`config.mk`:
```
export PLATFORM = sky130hd
export DESIGN_NAME = oneshot_multi_flat
export DESIGN_NICKNAME = d
export VERILOG_FILES = /design/src/rtl/oneshot_multi_if.sv /design/src/rtl/oneshot_multi.sv /design/src/flat_wrapper.sv
export SDC_FILE = /design/constraint.sdc
export NUM_CORES = 1
export LEC_CHECK = 0
export ABC_AREA = 0
export CAP_MARGIN = 20
export CORE_AREA = 2 2 105 107
export DETAILED_ROUTE_END_ITERATION = 12
export DIE_AREA = 0 0 107 109
export MAX_ROUTING_LAYER = met4
export RECOVER_POWER = 100
export SYNTH_ARGS = -nofsm -noshare
export SYNTH_HDL_FRONTEND = slang
export SYNTH_SLANG_ARGS = --single-unit
export TNS_END_PERCENT = 10
```
`constraint.sdc`:
```
create_clock -name clk -period 2.3 [get_ports clk]
set_clock_uncertainty 0.15 [all_clocks]
set_input_delay 0.46 -clock clk [delete_from_list [all_inputs] [get_ports clk]]
set_output_delay 0.46 -clock clk [all_outputs]
set_load 0.03 [all_outputs]
```
`src/rtl/oneshot_multi_if.sv`:
```
// Trigger/config inputs and pulse/status outputs of the multi-channel one-shot.
interface oneshot_multi_if #(
  parameter int NCH   = 4,
  parameter int CNT_W = 8,
  parameter int OVR_W = 8
);
  logic [NCH-1:0]       pulse;
  logic [NCH-1:0]       en;
  logic [NCH-1:0]       retrig;
  logic [CNT_W-1:0]     pw;
  logic                 ovr_clr;
  logic [NCH-1:0]       pout;
  logic [NCH-1:0]       busy;
  logic [NCH*OVR_W-1:0] ovr_cnt;

  modport master (output pulse, en, retrig, pw, ovr_clr, input pout, busy, ovr_cnt);
  modport slave  (input pulse, en, retrig, pw, ovr_clr, output pout, busy, ovr_cnt);
endinterface

```
`src/rtl/oneshot_multi.sv`:
```
// Multi-channel pulse stretcher with per-channel retrigger mode and dead time.
// Define ONESHOT_OVERRUN_EN to build the saturating per-channel overrun counters.
module oneshot_multi #(
  parameter int NCH     = 4,
  parameter int CNT_W   = 8,
  parameter int HOLDOFF = 2,
  parameter int OVR_W   = 8
) (
  input  logic           clk,
  input  logic           reset_n,
  oneshot_multi_if.slave bus
);
  typedef enum logic [1:0] {IDLE, ACTIVE, HOLD} state_t;

  localparam logic [CNT_W-1:0] HO_M1 = CNT_W'(HOLDOFF - 1);

  state_t           state    [NCH];
  state_t           state_nx [NCH];
  logic [CNT_W-1:0] cnt      [NCH];
  logic [CNT_W-1:0] cnt_nx   [NCH];
  logic [NCH-1:0]   pulse_d;
  logic [NCH-1:0]   edge_det;
  logic [NCH-1:0]   pout_q, pout_nx;
  logic [NCH-1:0]   busy_q, busy_nx;
  logic [NCH-1:0]   ovr_ev;
  logic [CNT_W-1:0] pw_m1;
  logic             pw_ok;

  // Edge register tracks the input even while disabled, so re-enabling on a held level does not fire.
  assign edge_det = bus.pulse & ~pulse_d;
  assign pw_ok    = (bus.pw != '0);
  assign pw_m1    = bus.pw - CNT_W'(1);

  always_ff @(posedge clk or negedge reset_n) begin
    if (!reset_n) begin
      pulse_d <= '0;
      pout_q  <= '0;
      busy_q  <= '0;
      for (int unsigned i = 0; i < NCH; i++) begin
        state[i] <= IDLE;
        cnt[i]   <= '0;
      end
    end else begin
      pulse_d <= bus.pulse;
      pout_q  <= pout_nx;
      busy_q  <= busy_nx;
      for (int unsigned i = 0; i < NCH; i++) begin
        state[i] <= state_nx[i];
        cnt[i]   <= cnt_nx[i];
      end
    end
  end

  always_comb begin
    pout_nx = '0;
    busy_nx = '0;
    ovr_ev  = '0;
    for (int unsigned i = 0; i < NCH; i++) begin
      state_nx[i] = state[i];
      cnt_nx[i]   = cnt[i];
      if (!bus.en[i]) begin
        state_nx[i] = IDLE;
        cnt_nx[i]   = '0;
      end else begin
        unique case (state[i])
          IDLE: begin
            if (edge_det[i] && pw_ok) begin
              state_nx[i] = ACTIVE;
              cnt_nx[i]   = pw_m1;
            end
          end
          ACTIVE: begin
            // Reload has priority over expiry so a retrigger on the last cycle leaves no gap.
            if (edge_det[i] && bus.retrig[i] && pw_ok) begin
              cnt_nx[i] = pw_m1;
            end else begin
              ovr_ev[i] = edge_det[i] & ~bus.retrig[i];
              if (cnt[i] != '0) begin
                cnt_nx[i] = cnt[i] - CNT_W'(1);
              end else if (HOLDOFF != 0) begin
                state_nx[i] = HOLD;
                cnt_nx[i]   = HO_M1;
              end else begin
                state_nx[i] = IDLE;
              end
            end
          end
          HOLD: begin
            ovr_ev[i] = edge_det[i];
            if (cnt[i] != '0) cnt_nx[i] = cnt[i] - CNT_W'(1);
            else              state_nx[i] = IDLE;
          end
          default: begin
            state_nx[i] = IDLE;
            cnt_nx[i]   = '0;
          end
        endcase
      end
      pout_nx[i] = (state_nx[i] == ACTIVE);
      busy_nx[i] = (state_nx[i] != IDLE);
    end
  end

  assign bus.pout = pout_q;
  assign bus.busy = busy_q;

`ifdef ONESHOT_OVERRUN_EN
  logic [OVR_W-1:0] ovr [NCH];

  always_ff @(posedge clk or negedge reset_n) begin
    if (!reset_n) begin
      for (int unsigned i = 0; i < NCH; i++) ovr[i] <= '0;
    end else begin
      for (int unsigned i = 0; i < NCH; i++) begin
        if (bus.ovr_clr)                   ovr[i] <= '0;
        else if (ovr_ev[i] && ovr[i] != '1) ovr[i] <= ovr[i] + OVR_W'(1);
      end
    end
  end

  always_comb begin
    bus.ovr_cnt = '0;
    for (int unsigned i = 0; i < NCH; i++) bus.ovr_cnt[i*OVR_W +: OVR_W] = ovr[i];
  end
`else
  logic unused_ovr;
  assign unused_ovr  = bus.ovr_clr ^ (^ovr_ev);
  assign bus.ovr_cnt = '0;
`endif

endmodule
```
`src/flat_wrapper.sv`:
```
// flat-port wrapper written by rule: the top's interface ports become plain ports
module oneshot_multi_flat 
#(
  parameter int NCH     = 4,
  parameter int CNT_W   = 8,
  parameter int HOLDOFF = 2,
  parameter int OVR_W   = 8
)
  (clk, reset_n, bus_pulse, bus_en, bus_retrig, bus_pw, bus_ovr_clr, bus_pout, bus_busy, bus_ovr_cnt);
  oneshot_multi_if #(.NCH(NCH), .CNT_W(CNT_W), .OVR_W(OVR_W)) bus_i ();
  input  logic clk;
  input  logic reset_n;
  input wire logic [$bits(bus_i.pulse)-1:0] bus_pulse;
  input wire logic [$bits(bus_i.en)-1:0] bus_en;
  input wire logic [$bits(bus_i.retrig)-1:0] bus_retrig;
  input wire logic [$bits(bus_i.pw)-1:0] bus_pw;
  input wire logic [$bits(bus_i.ovr_clr)-1:0] bus_ovr_clr;
  output wire logic [$bits(bus_i.pout)-1:0] bus_pout;
  output wire logic [$bits(bus_i.busy)-1:0] bus_busy;
  output wire logic [$bits(bus_i.ovr_cnt)-1:0] bus_ovr_cnt;
  assign bus_i.pulse = bus_pulse;
  assign bus_i.en = bus_en;
  assign bus_i.retrig = bus_retrig;
  assign bus_i.pw = bus_pw;
  assign bus_i.ovr_clr = bus_ovr_clr;
  assign bus_pout = bus_i.pout;
  assign bus_busy = bus_i.busy;
  assign bus_ovr_cnt = bus_i.ovr_cnt;
  oneshot_multi #(.NCH(NCH), .CNT_W(CNT_W), .HOLDOFF(HOLDOFF), .OVR_W(OVR_W)) u_core (.clk(clk), .reset_n(reset_n), .bus(bus_i));
endmodule
```
Word-level counts from Yosys, hierarchy flattened
Index checks and enable logic that the tools add are counted.
Widths: inputs -> output; s select.
{ "totals": {"regBits": 52, "latch_bits": 0, "ram_bits": 0, "mem_bits_ro": 0, "inputBits": 23, "elab_cells": 115, "mem_count": 0} }
{ "op_classes": {"add_sub_neg": 5, "multipliers": 0, "n_div": 0, "n_lt_le_gt_ge": 0, "n_eq_ne": 20, "n_shift": 0, "muxes": 48, "bitwise_logic": 2, "reduce_logical": 29} }
{ "ops": {"columns": ["operator", "count"], "rows": [
  ["$mux 8", 20],
  ["$pmux 8 s3", 4],
  ["$mux 2", 20],
  ["$reduce_bool 8->1", 5],
  ["$sub 8x1->8 const B", 5],
  ["$ne 3x2->1 const B", 8],
  ["$pmux 2 s3", 4],
  ["$eq 2x1->1 const B", 8],
  ["$logic_and 1x1->1", 12],
  ["$eq 2x2->1 const B", 4],
  ["$logic_not 2->1", 4],
  ["$reduce_and 2->1", 4],
  ["$reduce_bool 2->1", 4],
  ["$and 4x4->4", 1],
  ["$not 4->4", 1]
]} }

Depth between registers and ports, before layout
Gate-level depths: netlist of run 1.
{ "logic_depth": {"depth_word": 8, "depth_mapped": 9, "ltp_nobuf": 8} }

Least setup slack after synthesis of run 1
No wires, ideal clock.
{ "synth_timing": {"path_kind": "in2reg", "from": "in bus_pw[0]", "to": "reg u_core.cnt[26] (netlist bit)", "setup_time_ns": 0.065, "arrival_time_ns": 2.237, "required_ns": 2.085, "setup_slack_ns": -0.152, "cell_stages": 8, "cell_sequence": "inv_1 ha_1 nor3b_1 clkbuf_1 a211oi_1 a2111oi_4 o21ai_0 a21bo_2"} }
{ "synth_between": {"elab_chain_len": 5, "word_cells_on_any_way": 10} }
{ "synth_rtl": {"columns": ["element", "line_no", "source"], "rows": [
  ["start: declaration", "flat_wrapper.sv:16", "input wire logic [$bits(bus_i.pw)-1:0] bus_pw;"],
  ["parallel branches: the longest is 5 deep, another holds $sub 8x1->8", null, null],
  ["end signal: indexed assignment", "oneshot_multi.sv:49", "cnt[i] <= cnt_nx[i];"],
  ["end: declaration", "oneshot_multi.sv:19", "logic [CNT_W-1:0] cnt [NCH];"]
]} }
Several ways; the timed one is not identified. The select of a mux whose other input is x is not followed.
A chain may end at the register's enable or synchronous reset.

Worst setup path after layout of run 1
{ "layout_timing": {"from": "reg u_core.cnt[9] (netlist bit)", "to": "reg u_core.cnt[13] (netlist bit)"} }
{ "layout_between": {"elab_chain_len": 5, "word_cells_on_any_way": 9} }
{ "layout_rtl": {"columns": ["element", "line_no", "source"], "rows": [
  ["$sub 8x1->8 / $reduce_bool 8->1 (equally long branches)", "oneshot_multi.sv:79, oneshot_multi.sv:90, oneshot_multi.sv:78", null],
  ["$mux 8", "oneshot_multi.sv:78", "if (cnt[i] != '0) begin"],
  ["$mux 8", "oneshot_multi.sv:74", "if (edge_det[i] && bus.retrig[i] && pw_ok) begin"],
  ["$pmux 8 s3", "oneshot_multi.sv:65", "unique case (state[i])"],
  ["$mux 8", "oneshot_multi.sv:61", "if (!bus.en[i]) begin"]
]} }
Parallel ways exist; a longest one is shown, timed or not. The select of a mux whose other input is x is not followed.

==> results of run 1 <==
[where the power goes]
group	switching, W	total (W)	internal [W]
combinational	0.00104	0.00197	0.000931
clock	0.000361	0.000690	0.000329
sequential	0.000129	0.00117	0.00104
total	0.00153	0.00382	0.00230
[state kept, by name, indices dropped and copies added (netlist names)]
register         cells
u_core.bus.busy      4
u_core.bus.pout      4
u_core.cnt          32
u_core.pulse_d       4
u_core.state         8
[cells by family (layout without fill, tap and decap cells)]
group	after synthesis	count (layout)	share of synthesized area [%]
flip-flops	52	52	31.9
XOR/XNOR	8	8	1.72
multiplexers	7	7	1.78
other	1	32	0.0918
adder cells (fa/ha/maj)	9	9	2.76
AND/OR/NAND/NOR	173	173	23.8
AO/OA/AOI/OAI	148	148	27.8
buffers and inverters	76	187	10.2
[repair_timing]
item | CTS | global route
setup buffers | 9 | 4
endpoints found under the hold margin | 18 | 0
resized for setup | 30 | 30
endpoints found under the setup margin | 37 | 33
hold buffers | 1 | 0
pin swaps | 12 | 10
[metrics by stage]
stage | utilization (%) | hold slack [ps]
after floorplan | - | 14.4
after global placement | 49.2 | 335
after detailed placement | 49.2 | 335
after CTS | 51.8 | 380
after global routing | 52.6 | 408
final | 52.6 | 368
[routing by layer]
layer / wire [um] / part of all wire, % / track usage, % / vias to the layer above
met1: 5440 / 46 / 27.7 / 1988
met3: 444 / 3.7 / 2.57 / 24
met2: 5830 / 49 / 35.9 / 102
met4: 242 / 2.0 / 6.40 / 0
met5: 0 / 0 / - / -
li1: - / - / - / 1988
[path summary, 6_finish.rpt]
check	from	endpoint	cells past startpoint
min	u_core.cnt[23]	u_core.cnt[23]	1
max in group asynchronous	reset_n	u_core.cnt[13]	3
max	u_core.cnt[9]	u_core.cnt[13]	7
min in group asynchronous	reset_n	u_core.cnt[30]	2
max reg2reg	u_core.cnt[9]	u_core.cnt[13]	7
min reg2reg	u_core.cnt[23]	u_core.cnt[23]	1
[critical path, stage by stage, from the launching register on]
cell and delay (ps):
sky130_fd_sc_hd__dfrtp_1 410, sky130_fd_sc_hd__inv_2 60, sky130_fd_sc_hd__ha_1 130, sky130_fd_sc_hd__or4b_4 490
sky130_fd_sc_hd__o311ai_2 330, sky130_fd_sc_hd__o31a_4 240, sky130_fd_sc_hd__a21oi_1 50, sky130_fd_sc_hd__a2111o_1 370
[final cells by class]
cell class	instances	area, um^2	share of cell area, %
clock inverters	3	46.3	0.830
clock buffers	5	68.8	1.23
repair buffers	150	1180	21.2
multi-input cells	377	2690	48.3
inverters	29	109	1.95
well taps	140	175	3.14
flip-flops and latches	52	1300	23.3
[placed cells by master, fill, tap and decap left out, types with 12 or more instances in the layout]
cell type                       synthesis  final
sky130_fd_sc_hd__nand2b_1              16     16
sky130_fd_sc_hd__buf_4                 32    110
sky130_fd_sc_hd__o21ai_0               24     18
sky130_fd_sc_hd__dfrtp_1               52     52
sky130_fd_sc_hd__nor3_1                12     12
sky130_fd_sc_hd__conb_1                 1     32
sky130_fd_sc_hd__nand2_1               35     34
sky130_fd_sc_hd__nor2_1                35     35
sky130_fd_sc_hd__dlygate4sd3_1          0     13
sky130_fd_sc_hd__a21oi_1               30     26
sky130_fd_sc_hd__inv_1                 29     26
==> results, run 1 <==
- The die footprint is approximately 12000 um^2.
- The placeable core region is 10600 um^2.
- Adding up every negative setup slack in the final design gives -340 ps.
- The mapped netlist covers a little over 4000 um^2.
- The worst pin sits at a relative slew slack of between 20% and 30%.
- The pre-antenna-repair detailed-routing pass consisted of 5 iterations.
- The clock tree from TritonCTS is built.
- After detailed routing, the number of remaining DRC violations is 0.
- The category of the worst setup path launch point is a register.
- By area the synthesized netlist is led by sky130_fd_sc_hd__dfrtp_1, sky130_fd_sc_hd__buf_4, sky130_fd_sc_hd__a21oi_1.
- The wire length after detailed routing is 12000 um.
- The via count of the first global-routing pass is 3961.
- The final net count is 647.
- The number of library cell types mapped by synthesis is 76.
- In this run the vertical extent of the chip is about 110 um.
- Entering global routing, the biggest net connects 21 pins.
- The final reports fail on setup timing.
- The first routing iteration left 216 violations.
- The initial core utilization is 38.5%.
- The cell count after synthesis came out at approximately 470.
- Counting the fill cells in the layout gives 1029.
- At the end of routability-driven placement, the weighted congestion stood at 0.926.
- The tool flagged a number of max-cap violations equal to 0.
- Along the worst path, the maximum fanout reaches 6.
- The kind of end point of the critical path is a register.
- During placement, the flow inserted port buffers numbering 29.
- The final period utilization is 102%.
- The endpoint required time on the critical path is 2360 ps.
- The maximum operating frequency is approximately 430 MHz.
- TritonCTS created 5 clock buffers.
- The library cell occupying the most area in the post-synthesis netlist is sky130_fd_sc_hd__dfrtp_1.
- Overall power consumption after layout is estimated at between 0.003 and 0.004 W.
- The number of buffers between clock root and the deepest sink is 2.
- In the synthesized netlist the async set-or-reset flop fraction comes to 100%.
- The leakage dissipation is 2.59 nW.
- Setup violations remaining at the end of the flow were counted as 11.
- The number of antenna repair diodes is 0.
- The critical setup path kind is register to register.
- The power density relative to cell area is 686 nW/um^2.
- The share of synthesized area in the top cell type comes to 31.9%.
- Setup repair after global routing could not meet its margin everywhere.
- The total overflow reported by the global router is 0.
- The most instantiated flip-flop cell in the synthesis netlist is sky130_fd_sc_hd__dfrtp_1.
- The routed layout has about 4000 vias.
- The detail route stage leaves a number of antenna-violating nets equal to 0.
- The post-layout minimum cycle time is 2350 ps.
- The class of the most critical hold timing path is register to register.
- The count of pins on the block boundary is 63.
- In this run the mean area of a mapped cell was roughly 8.6 um^2.
- The half-perimeter wire length after detailed placement is 9210 um.
- The initial antenna violation count is 0.
- During synthesis, Yosys emitted a total of 0 warnings.
- For flop-to-flop paths, the worst setup slack is -50 ps.
- The clock latency of the later-clocked register in the worst-skew pair is 330 ps.
- The first-pass GRT wire length is approximately 19000 um.
- After routing the design area is between 5000 and 6000 um^2.
- Across all setup checks in the final design, the least slack found is -46.1 ps.
- The worst-case setup slack after placement is -734 ps.
- STA puts the critical path data arrival time at 2410 ps.
- The standard cell area after detailed placement is 5220 um^2.
- The cell count after placement is 734.
- The root buffer cell chosen for the clock tree is sky130_fd_sc_hd__clkbuf_8.
- Dividing the detail-routed wire length by the instance count gives roughly 16 um.
- Of the cells placed in the final design, the portion with a size suffix greater than 1 is 29.2%.
- The H-tree was split into 2 levels.
- The die outline width is 107 um.
- The growth of design area from synthesis to finish is 36.5%.
- The clock-pin slew on the worst setup and hold paths is 100 ps.
- In the post-synthesis netlist, the cell with the most instances is sky130_fd_sc_hd__dfrtp_1.
- The final number of hold-violating endpoints is 0.
- Sorting the synthesized cells by how often they occur yields sky130_fd_sc_hd__dfrtp_1, sky130_fd_sc_hd__nand2_1, sky130_fd_sc_hd__nor2_1.
- After synthesis the netlist holds a flip-flop and latch count of between 50 and 60.
- The maximum vdd drop is 257 uV.
- The non-filler instance count after layout is between 700 and 800.
- At the pin with the least slew margin, the transition time is 1160 ps.
- The total number of clock tree sinks is 52.
- The floorplan has 38 rows.
- The final number of max-transition violations is 0.
- After detailed routing, the number of vias per cell comes to 5.43.
- The flow ran to the end, but the final reports show violations.
- The fraction of the yosys area taken by sequential cells is 31.9%.
- Global routing used a little over a fifth of the available tracks.
- Yosys mapped a number of flops with a built-in enable equal to 0.
(Power assumes the default switching activity.)
==> run 2: changes to the inputs <==
SLEW_MARGIN = 40   (was unset)
TNS_END_PERCENT = unset   (was 10)
==> results, run 2 (synthesis results as in run 1) <==
- The wire length on met1 is 5440 um (unchanged).
- The switching power summed over all nets was 0.00167 W (was 0.00153 W).
- The relative contribution of sequential cells to total power is 28.4% (was 30.5%).
- The root buffer selected by CTS is sky130_fd_sc_hd__clkbuf_8 (unchanged).
- The maximum operating frequency is 411 MHz (was 426 MHz).
- The number of vias per cell after detailed routing is 5.50 (was 5.43).
- The half-perimeter wire length after detailed placement is 9130 um (was 9210 um).
- The clock latency of the later-clocked register in the worst-skew pair came to 320 ps (was 330 ps).
- The number of endpoints failing setup at the final stage is 16 (was 11).
- The final period utilization is 106% (was 102%).
- The post-detailed-route DRC marker count is 0 (unchanged).
- The kind of cell with the highest combined delay on the critical path is compound AO/OA/AOI/OAI gates (unchanged).
- The DRC violation total after the first TritonRoute iteration was 202 (was 216).
- The growth of design area from synthesis to finish is 47.5% (was 36.5%).
- The number of antenna repair diodes was 0 (unchanged).
- The via count of the first global-routing pass is 4188 (was 3961).
- The wire length after detailed routing is 12700 um (was 12000 um).
- The worst path arrival time is 2490 ps (was 2410 ps).
- Run status: complete, but fails checks (unchanged).
- The maximum vdd drop is 294 uV (was 257 uV).
- The final weighted congestion in routability-driven placement is 0.924 (was 0.926).
- The maximum single-stage delay on the critical path is 490 ps (about the same).
- The final number of hold-violating endpoints came to 0 (unchanged).
- The count of TritonRoute iterations in the first routing pass is 5 (unchanged).
- The placeable core region is 10600 um^2 (unchanged).
- Most used cells in the layout excluding fill and tap cells: sky130_fd_sc_hd__buf_4, sky130_fd_sc_hd__dfrtp_1, sky130_fd_sc_hd__nor2_1 (unchanged).
- The total power is 0.00406 W (was 0.00382 W).
- The final number of max-transition violations is 0 (unchanged).
- The transition time at the pin with the least slew margin was 1210 ps (was 1160 ps).
- Critical Path, Cell by Cell: inv_2 > ha_4 > or4b_4 > buf_6 > o311ai_4 > o31a_4 > a21oi_2 > a2111o_1 (was inv_2 > ha_1 > or4b_4 > o311ai_2 > o31a_4 > a21oi_1 > a2111o_1).
- The max-cap check violation count is 0 (unchanged).
- The initial antenna violation count was 0 (unchanged).
- The total length of routed met3 wires is 698 um (was 444 um).
- The total overflow reported by the global router is 0 (unchanged).
- The number of buffers added on ports came to 29 (unchanged).
- The die footprint was 11700 um^2 (unchanged).
- The category of the worst setup path launch point is a register (unchanged).
- The kind of end point of the critical path is a register (unchanged).
- The wire length on met2 is 6250 um (was 5830 um).
- The row count is 38 (unchanged).
- The die outline width is 107 um (unchanged).
- The number of flip-flops in the largest register is 32 (unchanged).
- The total buffers and inverters traversed by the critical path was 2 (was 1).
- The post-detailed-route wirelength per cell is 16.1 um (was 15.8 um).
- The standard cell area after detailed placement is 5350 um^2 (was 5220 um^2).
- The share of layout cells above drive strength 1 was 35.4% (was 29.2%).
- Largest regs: u_core.cnt: 32 flops, u_core.state: 8 flops (unchanged).
- The class of the most critical hold timing path is input port to async pin (was register to register).
- The maximum fanout along the worst path is 6 (unchanged).
- The number of H-tree levels came to 2 (unchanged).
- The count of vias placed by the detailed router was 4326 (was 4102).
- The clock tree from TritonCTS was built (unchanged).
- The combinational share of power is 57.2% (was 51.5%).
- The part of the total power dissipated in the clock network came to 14.5% (was 18.0%).
- The most common cell after layout, fill and taps aside is sky130_fd_sc_hd__buf_4 (unchanged).
- The global routing usage summed across all routing layers is 22.1% (was 21.5%).
- The remaining number of nets flagged by the antenna check after routing is 0 (unchanged).
- The non-filler instance count after layout is 787 (was 756).
- The master of the slowest instance on the critical path is sky130_fd_sc_hd__or4b_4 (unchanged).
- The endpoint required time on the critical path came to 2360 ps (about the same).
- The critical setup path kind is register to register (unchanged).
- The initial core utilization is 38.5% (unchanged).
- The die height came to 109 um (unchanged).
- The number of buffers between clock root and the deepest sink is 2 (unchanged).
- The pin count of the biggest net entering global routing is 52 (was 21).
- The number of CTS-inserted buffers is 5 (unchanged).
- The clock-pin slew on the worst setup and hold paths is 110 ps (was 100 ps).
- The post-route standard cell area excluding fillers was 6020 um^2 (was 5580 um^2).
- The total number of clock tree sinks is 52 (unchanged).
- The largest register by flop count is u_core.cnt (unchanged).
- The switching part of the total came to 41.1% (was 39.9%).
- The first-pass GRT wire length is 20000 um (was 19400 um).
- The highest routing layer actually used is met4 (unchanged).
- The least setup slack across all paths after layout is -135 ps (was -46.1 ps).
- RSZ-0062 raised after global routing: true (unchanged).
- Violations in the final reports: setup timing (unchanged).
- The count of pins on the block boundary is 63 (unchanged).
- The final net count was 678 (was 647).
- The power density relative to cell area was 674 nW/um^2 (was 686 nW/um^2).
- The post-layout minimum cycle time is 2430 ps (was 2350 ps).
- The normalized max-slew margin is 19.4% (was 22.8%).
- The leakage dissipation is 2.77 nW (was 2.59 nW).
- The internal power is 0.00239 W (was 0.00230 W).
- The cell count after placement is 748 (was 734).
run 2: cell types whose count changed in the layout (fill, tap and decap cells not counted), sizes merged, moves of 2 or more:
| cell | change |
|---|---|
| buf | +32 |
| clkinv | +2 |
| clkdlybuf4s15 | +2 |
| clkbuf | -2 |
run 2: power groups by stage:
stage                     logic, W  clock network, W  registers [W]
after floorplan            0.00114                 0        0.00119
after global placement     0.00185                 0        0.00116
after detailed placement   0.00187                 0        0.00116
after CTS                  0.00219          0.000608        0.00115
after global routing       0.00251          0.000650        0.00117
final                      0.00232          0.000587        0.00115
run 2: final timing paths:
kind	from	endpoint	slack, ps	cells past startpoint
max	u_core.cnt[9]	u_core.cnt[13]	-130	8
min	reset_n	u_core.pulse_d[3]	280	2
max reg2reg	u_core.cnt[9]	u_core.cnt[13]	-130	8
min reg2reg	u_core.cnt[5]	u_core.cnt[5]	400	2
max in group asynchronous	reset_n	u_core.cnt[24]	350	3
min in group clk	u_core.cnt[5]	u_core.cnt[5]	400	2
run 2: worst register-to-register path, stage by stage, from the launching register on:
cell,delay [ps]
sky130_fd_sc_hd__dfrtp_1,420
sky130_fd_sc_hd__inv_2,90
sky130_fd_sc_hd__ha_4,120
sky130_fd_sc_hd__or4b_4,490
sky130_fd_sc_hd__buf_6,140
sky130_fd_sc_hd__o311ai_4,270
sky130_fd_sc_hd__o31a_4,260
sky130_fd_sc_hd__a21oi_2,50
sky130_fd_sc_hd__a2111o_1,340
run 2: metrics by stage:
step	hold WS, ps	worst slack [ps]	util [%]	setup TNS [ps]
3_3_place_gp	112	-688	50.4	-21470
4_1_cts	283	-139	55.7	-883
5_1_grt	281	-228	56.8	-3790
6_report	276	-135	56.8	-1100
2_1_floorplan	14.4	-29.8	-	-82.1
3_5_place_dp	112	-770	50.4	-23350
run 2: area by class of cell:
| cell class | count | area (um^2) |
|---|---|---|
| timing repair buffer | 181 | 1490 |
| clock inverter | 3 | 26.3 |
| tap | 140 | 175 |
| sequential | 52 | 1300 |
| fill | 942 | 4580 |
| inverter | 29 | 111 |
| clock buffer | 5 | 68.8 |
| multi-input combinational | 377 | 2850 |
run 2: metal layers:
layer,vias up,track usage [%]
met5,-,-
met4,0,6.68
met3,30,3.29
met2,157,37.0
met1,2081,27.9
li1,2058,-
run 2: what timing repair did:
| action | CTS | global route |
|---|---|---|
| resized for setup | 64 | 36 |
| hold buffers | 1 | 0 |
| setup endpoints to repair | 36 | 34 |
| pin swaps | 28 | 26 |
| cloned | 0 | 0 |
| buffers inserted | 29 | 7 |
| hold endpoints to repair | 30 | 0 |
==> run 3: changes to the inputs <==
CORE_AREA = 2 2 120 122   (was 2 2 105 107)
DIE_AREA = 0 0 122 124   (was 0 0 107 109)
==> results, run 3 (synthesis results as in run 1) <==
- The die height is 124 um (was 109 um).
- The via count of the first global-routing pass is 4233 (was 4188).
- The setup slack of the worst register-to-register path is -120 ps (was -130 ps).
- The post-layout minimum cycle time is 2420 ps (was 2430 ps).
- The final weighted congestion in routability-driven placement is 0.893 (was 0.924).
- The remaining number of nets flagged by the antenna check after routing is 0 (unchanged).
- The class of the most critical hold timing path is input port to async pin (unchanged).
- The cell count after placement is 790 (was 748).
- The final cell utilization of the core was 43.9% (was 56.8%).
- The critical setup path kind is register to register (unchanged).
- The number of buffers added on ports is 29 (unchanged).
- The most numerous cell type found on the critical path is sky130_fd_sc_hd__inv_2.
- The switching part of the total is 38.6% (was 41.1%).
- The relative contribution of sequential cells to total power is 27.1% (was 28.4%).
- The endpoint of the worst register-to-register path was u_core.cnt[10] (was u_core.cnt[13]).
- The total number of clock tree sinks is 52 (unchanged).
- The final number of hold-violating endpoints came to 0 (unchanged).
- The setup TNS is -899 ps (was -1100 ps).
- The final period utilization came to 105% (was 106%).
- Run status: complete, but fails checks (unchanged).
- Most used cells in the layout excluding fill and tap cells: sky130_fd_sc_hd__buf_4, sky130_fd_sc_hd__dfrtp_1, sky130_fd_sc_hd__nor2_1 (unchanged).
- The least setup slack across all paths after layout is -116 ps (was -135 ps).
- The post-detailed-route DRC marker count was 0 (unchanged).
- The DRC violation total after the first TritonRoute iteration is 348 (was 202).
- The count of TritonRoute iterations in the first routing pass is 6 (was 5).
- The half-perimeter wire length after detailed placement is 9470 um (was 9130 um).
- The part of the total power dissipated in the clock network is 20.6% (was 14.5%).
- The number of endpoints failing setup at the final stage is 15 (was 16).
- The endpoint required time on the critical path was 2330 ps (was 2360 ps).
- The non-filler instance count after layout came to 820 (was 787).
- The root buffer selected by CTS is sky130_fd_sc_hd__clkbuf_16 (was sky130_fd_sc_hd__clkbuf_8).
- The kind of end point of the critical path was a register (unchanged).
- The most common cell after layout, fill and taps aside was sky130_fd_sc_hd__buf_4 (unchanged).
- The count of vias placed by the detailed router is 4316 (was 4326).
- The start of the worst register-to-register path is u_core.cnt[8] (was u_core.cnt[9]).
- The global routing usage summed across all routing layers is 17.4% (was 22.1%).
- The wire length on met2 is 6370 um (was 6250 um).
- The initial antenna violation count is 0 (unchanged).
- The power density relative to cell area is 709 nW/um^2 (was 674 nW/um^2).
- The share of layout cells above drive strength 1 is 35.0% (was 35.4%).
- The placeable core region was 13700 um^2 (was 10600 um^2).
- The master of the slowest instance on the critical path is sky130_fd_sc_hd__or4b_4 (unchanged).
- The total overflow reported by the global router is 0 (unchanged).
- Critical Path, Cell by Cell: inv_2 > ha_4 > or4b_4 > buf_6 > o311ai_4 > o31a_4 > inv_2 > a221o_1 (was inv_2 > ha_4 > or4b_4 > buf_6 > o311ai_4 > o31a_4 > a21oi_2 > a2111o_1).
- The total length of routed met3 wires is 602 um (was 698 um).
- The transition time at the pin with the least slew margin is 775 ps (was 1210 ps).
- The wire length after detailed routing came to 13100 um (was 12700 um).
- The number of flip-flops in the largest register is 32 (unchanged).
- The leakage dissipation came to 2.76 nW (was 2.77 nW).
- The total buffers and inverters traversed by the critical path is 3 (was 2).
- The kind of cell with the highest combined delay on the critical path was compound AO/OA/AOI/OAI gates (unchanged).
- RSZ-0062 raised after global routing: true (unchanged).
- The growth of design area from synthesis to finish came to 47.6% (was 47.5%).
- The number of vias per cell after detailed routing is 5.26 (was 5.50).
- The final number of max-transition violations is 0 (unchanged).
- The number of cells traversed by the worst register-to-register path came to 8 (unchanged).
- The clock tree from TritonCTS is built (unchanged).
- The worst path arrival time is 2440 ps (was 2490 ps).
- The count of pins on the block boundary is 63 (unchanged).
- The max-cap check violation count was 0 (unchanged).
- The maximum fanout along the worst path is 7 (was 6).
- The worst-case setup slack after placement is -741 ps (was -770 ps).
- The initial core utilization is 29.8% (was 38.5%).
- The die outline width is 122 um (was 107 um).
- The wire length on met1 came to 5890 um (was 5440 um).
- The post-detailed-route wirelength per cell was 16.0 um (was 16.1 um).
- Largest regs: u_core.cnt: 32 flops, u_core.state: 8 flops (unchanged).
- The number of buffers between clock root and the deepest sink is 2 (unchanged).
- The number of H-tree levels is 2 (unchanged).
- The total power was 0.00427 W (was 0.00406 W).
- The number of antenna repair diodes is 0 (unchanged).
- The row count was 43 (was 38).
- The maximum vdd drop is 282 uV (was 294 uV).
- The internal power came to 0.00263 W (was 0.00239 W).
- The clock-pin slew on the worst setup and hold paths is 70 ps (was 110 ps).
- The maximum operating frequency was 414 MHz (was 411 MHz).
- The first-pass GRT wire length came to 20500 um (was 20000 um).
- The normalized max-slew margin is 47.9% (was 19.4%).
- The combinational share of power is 52.3% (was 57.2%).
- The category of the worst setup path launch point is a register (unchanged).
- The maximum single-stage delay on the critical path came to 490 ps (about the same).
- The final net count is 671 (was 678).
- The clock latency of the later-clocked register in the worst-skew pair is 300 ps (was 320 ps).
- The die footprint came to 15100 um^2 (was 11700 um^2).
- The number of CTS-inserted buffers is 5 (unchanged).
- Violations in the final reports: setup timing (unchanged).
- The largest register by flop count is u_core.cnt (unchanged).
- The switching power summed over all nets came to 0.00165 W (was 0.00167 W).
- The highest routing layer actually used is met4 (unchanged).
- The pin count of the biggest net entering global routing was 52 (unchanged).
run 3: worst max path at each step:
| stage | start | end | slack, ps | cells past startpoint |
|---|---|---|---|---|
| global route | u_core.cnt[8] | u_core.cnt[10] | -170 | 8 |
| global placement | bus_pw[0] | u_core.cnt[23] | -690 | 9 |
| floorplan | u_core.cnt[24] | u_core.cnt[26] | -30 | 7 |
| finish | u_core.cnt[8] | u_core.cnt[10] | -120 | 8 |
| CTS | u_core.cnt[24] | u_core.cnt[25] | -110 | 8 |
| detailed placement | bus_pw[0] | u_core.cnt[23] | -740 | 9 |
run 3: area by class of cell:
cell class,count,area [um^2]
Fill cell,1316,7690
Timing Repair Buffer,174,1430
Sequential cell,52,1300
Tap cell,180,225
Multi-Input combinational cell,377,2810
Clock inverter,2,35.0
Clock buffer,6,129
Inverter,29,109
run 3: power by group through the flow:
stage | clock, W | sequential (W) | combinational (W)
6_report | 0.000880 | 0.00116 | 0.00224
5_1_grt | 0.000936 | 0.00118 | 0.00242
4_1_cts | 0.000907 | 0.00115 | 0.00208
3_5_place_dp | 0 | 0.00117 | 0.00189
3_3_place_gp | 0 | 0.00116 | 0.00187
2_1_floorplan | 0 | 0.00119 | 0.00114
run 3: metal layers:
metal | global-route usage, % | vias up
met5 | - | -
met4 | 4.53 | 0
met3 | 2.34 | 24
met2 | 29.2 | 155
met1 | 22.2 | 2094
li1 | - | 2043
run 3: per-stage QoR:
stage | hold slack, ps | cell area (um^2)
finish | 311 | 6030
global route | 312 | 6030
CTS | 328 | 5850
detailed placement | 109 | 5400
global placement | 109 | 5400
floorplan | 14.4 | 4250
run 3: repair_timing:
item	CTS	global route
gates resized for setup	53	42
hold endpoints to repair	1	0
endpoints found under the setup margin	37	31
setup buffers	14	7
hold buffers	1	0
pin swaps	20	25
==> edit 1 (config.mk and constraints of run 2) <==
Add a define of `ONESHOT_OVERRUN_EN`.
--- a/src/rtl/oneshot_multi.sv
+++ b/src/rtl/oneshot_multi.sv
@@ -1,5 +1,7 @@
 // Multi-channel pulse stretcher with per-channel retrigger mode and dead time.
 // Define ONESHOT_OVERRUN_EN to build the saturating per-channel overrun counters.
+`define ONESHOT_OVERRUN_EN
+
 module oneshot_multi #(
   parameter int NCH     = 4,
   parameter int CNT_W   = 8,
Function: changed (Yosys sat finds a counterexample within 4 cycles, from zero or initial values and one cycle with reset_n low).
==> edit 1 against run 2 <==
Sequential cell count increased by 32. Critical path type is now input pin to register. Highest routed layer unchanged. Utilization up 12 points. Cell count grew 17%. Area after synthesis grew 33%. Global-route usage grew 4.9 points. Design area is 21% higher. Power rose by 12%. Non-clock buffer count is 9 lower. Setup slack improved by 180 ps. Routed wire length increased by 15%.
==> edit 1: results (changes against run 2) <==
clock buffer count from CTS 9 (+4); Crit Reg-Reg Startpoint u_core.cnt[1]; path type of the worst min-delay path register to register; GRT met1 Usage 36.1% (+8.3 points); slowest CP cell clkdlybuf4s50_1; H-Tree Level Count 3 (+1); clock latency of the later-clocked register in the worst-skew pair 370 ps (+50 ps); total via count after detailed routing 5,144 (+19%); outcome finished, final reports clean; fraction of power spent switching nets 36.5% (-4.6 points); Global Route met3 Usage 4.60% (+1.3 points); flop2flop setup slack 70 ps (+200 ps); share of cells above drive strength 1 20.6% (-15 points); worst reg2reg endpoint u_core.cnt[3]; wire length on met2 6920 um (+11%); met2 global-route usage 42.8% (+5.8 points); Critical Path Fanout Max 8 (+2); met1 wire length 6960 um (+28%); top cells by area in the synthesized netlist dfrtp_1, ha_1, xnor2_1, nor2_1, nand2_1; fraction of the yosys area taken by sequential cells 38.6% (+6.7 points); post-CTS setup repair buffer count 7 (-76%); Final GP Congestion 0.950 (+2.8%); layout filler cell count 895 (-5.0%); CP arrival 2350 ps (-140 ps); wire length of the first global-routing pass 24,300 um (+21%); top layer used by detailed routing met4; count of port buffers added during placement 62 (+110%); GRT Total Usage 27.0% (+4.9 points); clock group total power 0.00113 W (+93%); # nets final 827 (+22%); switching power 0.00166 W (-0.30%); largest delay contributor family on the critical path buffers and inverters; actual transition at the worst max-transition pin 716 ps (-492 ps); hpwl dp 10,900 um (+19%); Pleak 3.33 nW (+20%); met3 wire length 584 um (-16%); clock transition at the registers of the reported paths 90 ps (-20 ps); peak ir drop on the vdd network 0.000351 V (+20%); placement-stage cell area 0.00699 mm2 (+31%); Place WS -762 ps (+8.40 ps); power in combinational cells 0.00169 W (-27%); cts repair resizes 16 (-75%); number of global-route vias before repair 5,045 (+20%); total wirelength of the detailed-routed design 14,600 um (+15%); pin count of the biggest net entering global routing 43 (-17%); number of DRC markers after the initial detailed-route iteration 222 (+9.9%); root cell of the clock tree clkbuf_8; Synth top cells by count dfrtp_1, nor2_1, nand2_1; number of different library cells in the post-synthesis netlist 69 (-9.2%)
[edit 1: per-stage QoR]
stage | hold slack (ps) | std cells | setup TNS [ps]
after global placement | 255 | 895 | -29410
after floorplan | 14.4 | 601 | 0
final | 419 | 920 | 0
after global routing | 460 | 920 | -67.7
after detailed placement | 261 | 895 | -31530
after CTS | 399 | 919 | 0
[edit 1: worst register-to-register path, delay by kind of cell (launching register included)]
family                     cells  cell delay [ps]
adders and majority gates      1              160
and+or+nand+nor                1              390
DFF                            1              430
buffers and inverters          2              270
AOI/OAI and AO/OA              4              720
[edit 1: layout make-up]
class                   instances  area, um2  share of cell area [%]
multi-input cells             475       3280                    45.0
flip-flops and latches         84       2100                    28.8
repair buffers                172       1400                    19.2
well taps                     140        175                    2.40
inverters                      33        128                    1.75
clock buffers                   9        124                    1.70
clock inverters                 7       81.3                    1.12
[edit 1: worst max-delay path by stage]
| stage | start | to | slack (ps) | depth (start not counted) |
|---|---|---|---|---|
| final | bus_pw[2] | u_core.cnt[11] | 50 | 9 |
| after global placement | bus_pw[0] | u_core.cnt[5] | -700 | 10 |
| after global routing | bus_pw[2] | u_core.cnt[9] | -30 | 8 |
| after floorplan | bus_pw[0] | u_core.cnt[28] | 6 | 9 |
| after detailed placement | bus_pw[0] | u_core.cnt[14] | -760 | 9 |
| after CTS | bus_pw[5] | u_core.cnt[9] | 30 | 7 |
[edit 1: cell families (layout without fill, tap and decap cells)]
group / Yosys count / count (layout) / synth area share, %
and+or+nand+nor: 279 / 279 / 27.5
AOI/OAI and AO/OA: 126 / 126 / 17.4
DFF: 84 / 84 / 38.6
buffers and inverters: 42 / 221 / 3.12
xor gates and xnor gates: 37 / 37 / 5.95
adders and majority gates: 29 / 29 / 6.66
muxes: 4 / 4 / 0.758
==> edit 2 (settings of run 2) <==
Without the edit above. `OVR_W` is set to 8 in 3 places; all go to 12.
--- a/src/rtl/oneshot_multi_if.sv
+++ b/src/rtl/oneshot_multi_if.sv
@@ -2,7 +2,7 @@
 interface oneshot_multi_if #(
   parameter int NCH   = 4,
   parameter int CNT_W = 8,
-  parameter int OVR_W = 8
+  parameter int OVR_W = 12
 );
   logic [NCH-1:0]       pulse;
   logic [NCH-1:0]       en;
--- a/src/rtl/oneshot_multi.sv
+++ b/src/rtl/oneshot_multi.sv
@@ -4,7 +4,7 @@
   parameter int NCH     = 4,
   parameter int CNT_W   = 8,
   parameter int HOLDOFF = 2,
-  parameter int OVR_W   = 8
+  parameter int OVR_W   = 12
 ) (
   input  logic           clk,
   input  logic           reset_n,
--- a/src/flat_wrapper.sv
+++ b/src/flat_wrapper.sv
@@ -4,7 +4,7 @@
   parameter int NCH     = 4,
   parameter int CNT_W   = 8,
   parameter int HOLDOFF = 2,
-  parameter int OVR_W   = 8
+  parameter int OVR_W   = 12
 )
   (clk, reset_n, bus_pulse, bus_en, bus_retrig, bus_pw, bus_ovr_clr, bus_pout, bus_busy, bus_ovr_cnt);
   oneshot_multi_if #(.NCH(NCH), .CNT_W(CNT_W), .OVR_W(OVR_W)) bus_i ();
Interface: changed (resized bus_ovr_cnt); port bits go from 63 to 79. No check against the original RTL was run, so the function may have changed too.
==> edit 2 against run 2 <==
The run still ends with setup timing left. Power down 0.76%. Clock power up 14%. Routed wire length down 0.70%. Design area down 1.5%. Area after synthesis up 2.9%. Sequential cell count unchanged. Largest cell class unchanged. Critical path depth unchanged. Critical endpoint is now u_core.cnt[27]. Setup slack better by 78 ps. Non-clock buffer count down 8. Die area unchanged.
==> edit 2: results (changes against run 2) <==
final setup violation count 10 (-6); average wire length per cell after detail routing 15.8 um (-1.7%); GRT Total Usage 22.2% (+0.10 points); first-pass detailed-route iteration total 4 (-1); number of global-route vias before repair 4,103 (-2.0%); number of DRC markers after the initial detailed-route iteration 254 (+26%); wire length of the first global-routing pass 20,000 um (-0.34%); Pleak 2.78 nW (+0.34%); largest incremental delay on the critical path 460 ps (-30 ps); Fin Setup TNS -296 ps (+803 ps); path type of the worst min-delay path register to register; Synth top cells by count dfrtp_1, buf_4, nand2_1, nor2_1, a21oi_1; fraction of the yosys area taken by sequential cells 30.9% (-0.91 points); Place WS -727 ps (+42.9 ps); violated checks setup timing; total via count after detailed routing 4,246 (-1.8%); post-synthesis share of cell area spent on xor and xnor gates 1.67% (-0.049 points); hpwl dp 9190 um (+0.71%); asr flop ratio synth 100% (unchanged); final setup margin -56.6 ps (+77.9 ps); outcome complete, but fails checks; Crit Reg-Reg Startpoint u_core.cnt[24]; compound-gate portion of the synthesized area 27.0% (-0.80 points); layout filler cell count 972 (+3.2%); Final GP Congestion 0.943 (+2.0%); top cells by area in the synthesized netlist dfrtp_1, buf_4, a21oi_1, nand2_1, nor2_1; endpoint of the worst setup timing path u_core.cnt[27]; share of cells above drive strength 1 34.4% (-1.0 points); Critical Path Fanout Max 5 (-1); remaining max-slew budget at the tightest pin 18.4% (-1.1 points); peak ir drop on the vdd network 0.000413 V (+41%); arithmetic-cell share of the synthesized area counting full adders, half adders and majority gates 2.68% (-0.079 points); mux share of post-synthesis cell area 1.73% (-0.051 points); pin count of the biggest net entering global routing 53 (+1.9%)
==> edit 2: changes by cell type in the layout (fill, tap and decap cells not counted), sizes merged <==
cell,run 2,this run
bufinv,0,1
clkbuf,9,8
conb,32,48
clkinv,2,1
clkdlybuf4s15,2,1
dlymetal6s2s,1,0
inv,30,29
dlygate4sd2,5,7
buf,148,142
==> edit 2: logic make-up after synthesis <==
group                      after synthesis
muxes                                    7
AOI/OAI and AO/OA                      148
buffers and inverters                   92
other                                    1
DFF                                     52
xor gates and xnor gates                 8
and+or+nand+nor                        173
adders and majority gates                9
==> edit 2: layout make-up <==
type | count | area [um2] | share of cell area [%]
clock inverters | 2 | 35.0 | 0.590
inverters | 29 | 109 | 1.83
flip-flops and latches | 52 | 1300 | 21.9
well taps | 140 | 175 | 2.95
repair buffers | 173 | 1390 | 23.5
multi-input cells | 393 | 2850 | 48.0
clock buffers | 6 | 72.6 | 1.22
==> edit 2: metal layers <==
metal	routed length [um]	track usage, %	part of all wire [%]
met1	5450	28.1	43
met3	505	2.63	4.0
met2	6330	37.4	50
met4	298	6.96	2.4
met5	0	-	0
==> edit 2: worst min-delay path by stage <==
| stage | cells past startpoint | end | slack, ps | from |
|---|---|---|---|---|
| 2_1_floorplan | 0 | u_core.bus.busy[0] | 10 | reset_n |
| 5_1_grt | 1 | u_core.cnt[28] | 450 | u_core.cnt[28] |
| 3_3_place_gp | 2 | u_core.bus.pout[3] | 330 | reset_n |
| 4_1_cts | 2 | u_core.cnt[5] | 390 | u_core.cnt[5] |
| 3_5_place_dp | 2 | u_core.bus.busy[3] | 330 | reset_n |
| 6_report | 2 | u_core.cnt[5] | 390 | u_core.cnt[5] |
==> edit 2: metrics by stage <==
stage	instance area (um2)	util [%]	std cells
final	5940	56.0	795
after global routing	5940	56.0	795
after CTS	5800	54.7	789
after detailed placement	5360	50.6	760
after global placement	5360	50.6	760
after floorplan	4430	-	537
==> edit 2: worst max-delay path, delay by kind of cell (launching register included) <==
family | cells | cell delay (ps)
adders and majority gates | 1 | 120
AOI/OAI and AO/OA | 3 | 560
buffers and inverters | 2 | 300
DFF | 1 | 410
and+or+nand+nor | 2 | 750
==> edit 2: report_power, final <==
group          switching, W  internal (W)
sequential         0.000123       0.00104
combinational       0.00115       0.00105
clock              0.000344      0.000325
==> edit 2: what timing repair did <==
| action | in CTS | in global routing |
|---|---|---|
| setup buffers | 20 | 6 |
| pin swaps | 17 | 15 |
| endpoints found under the setup margin | 36 | 34 |
| resized for setup | 52 | 33 |
| endpoints found under the hold margin | 52 | 0 |
| hold buffers | 1 | 0 |
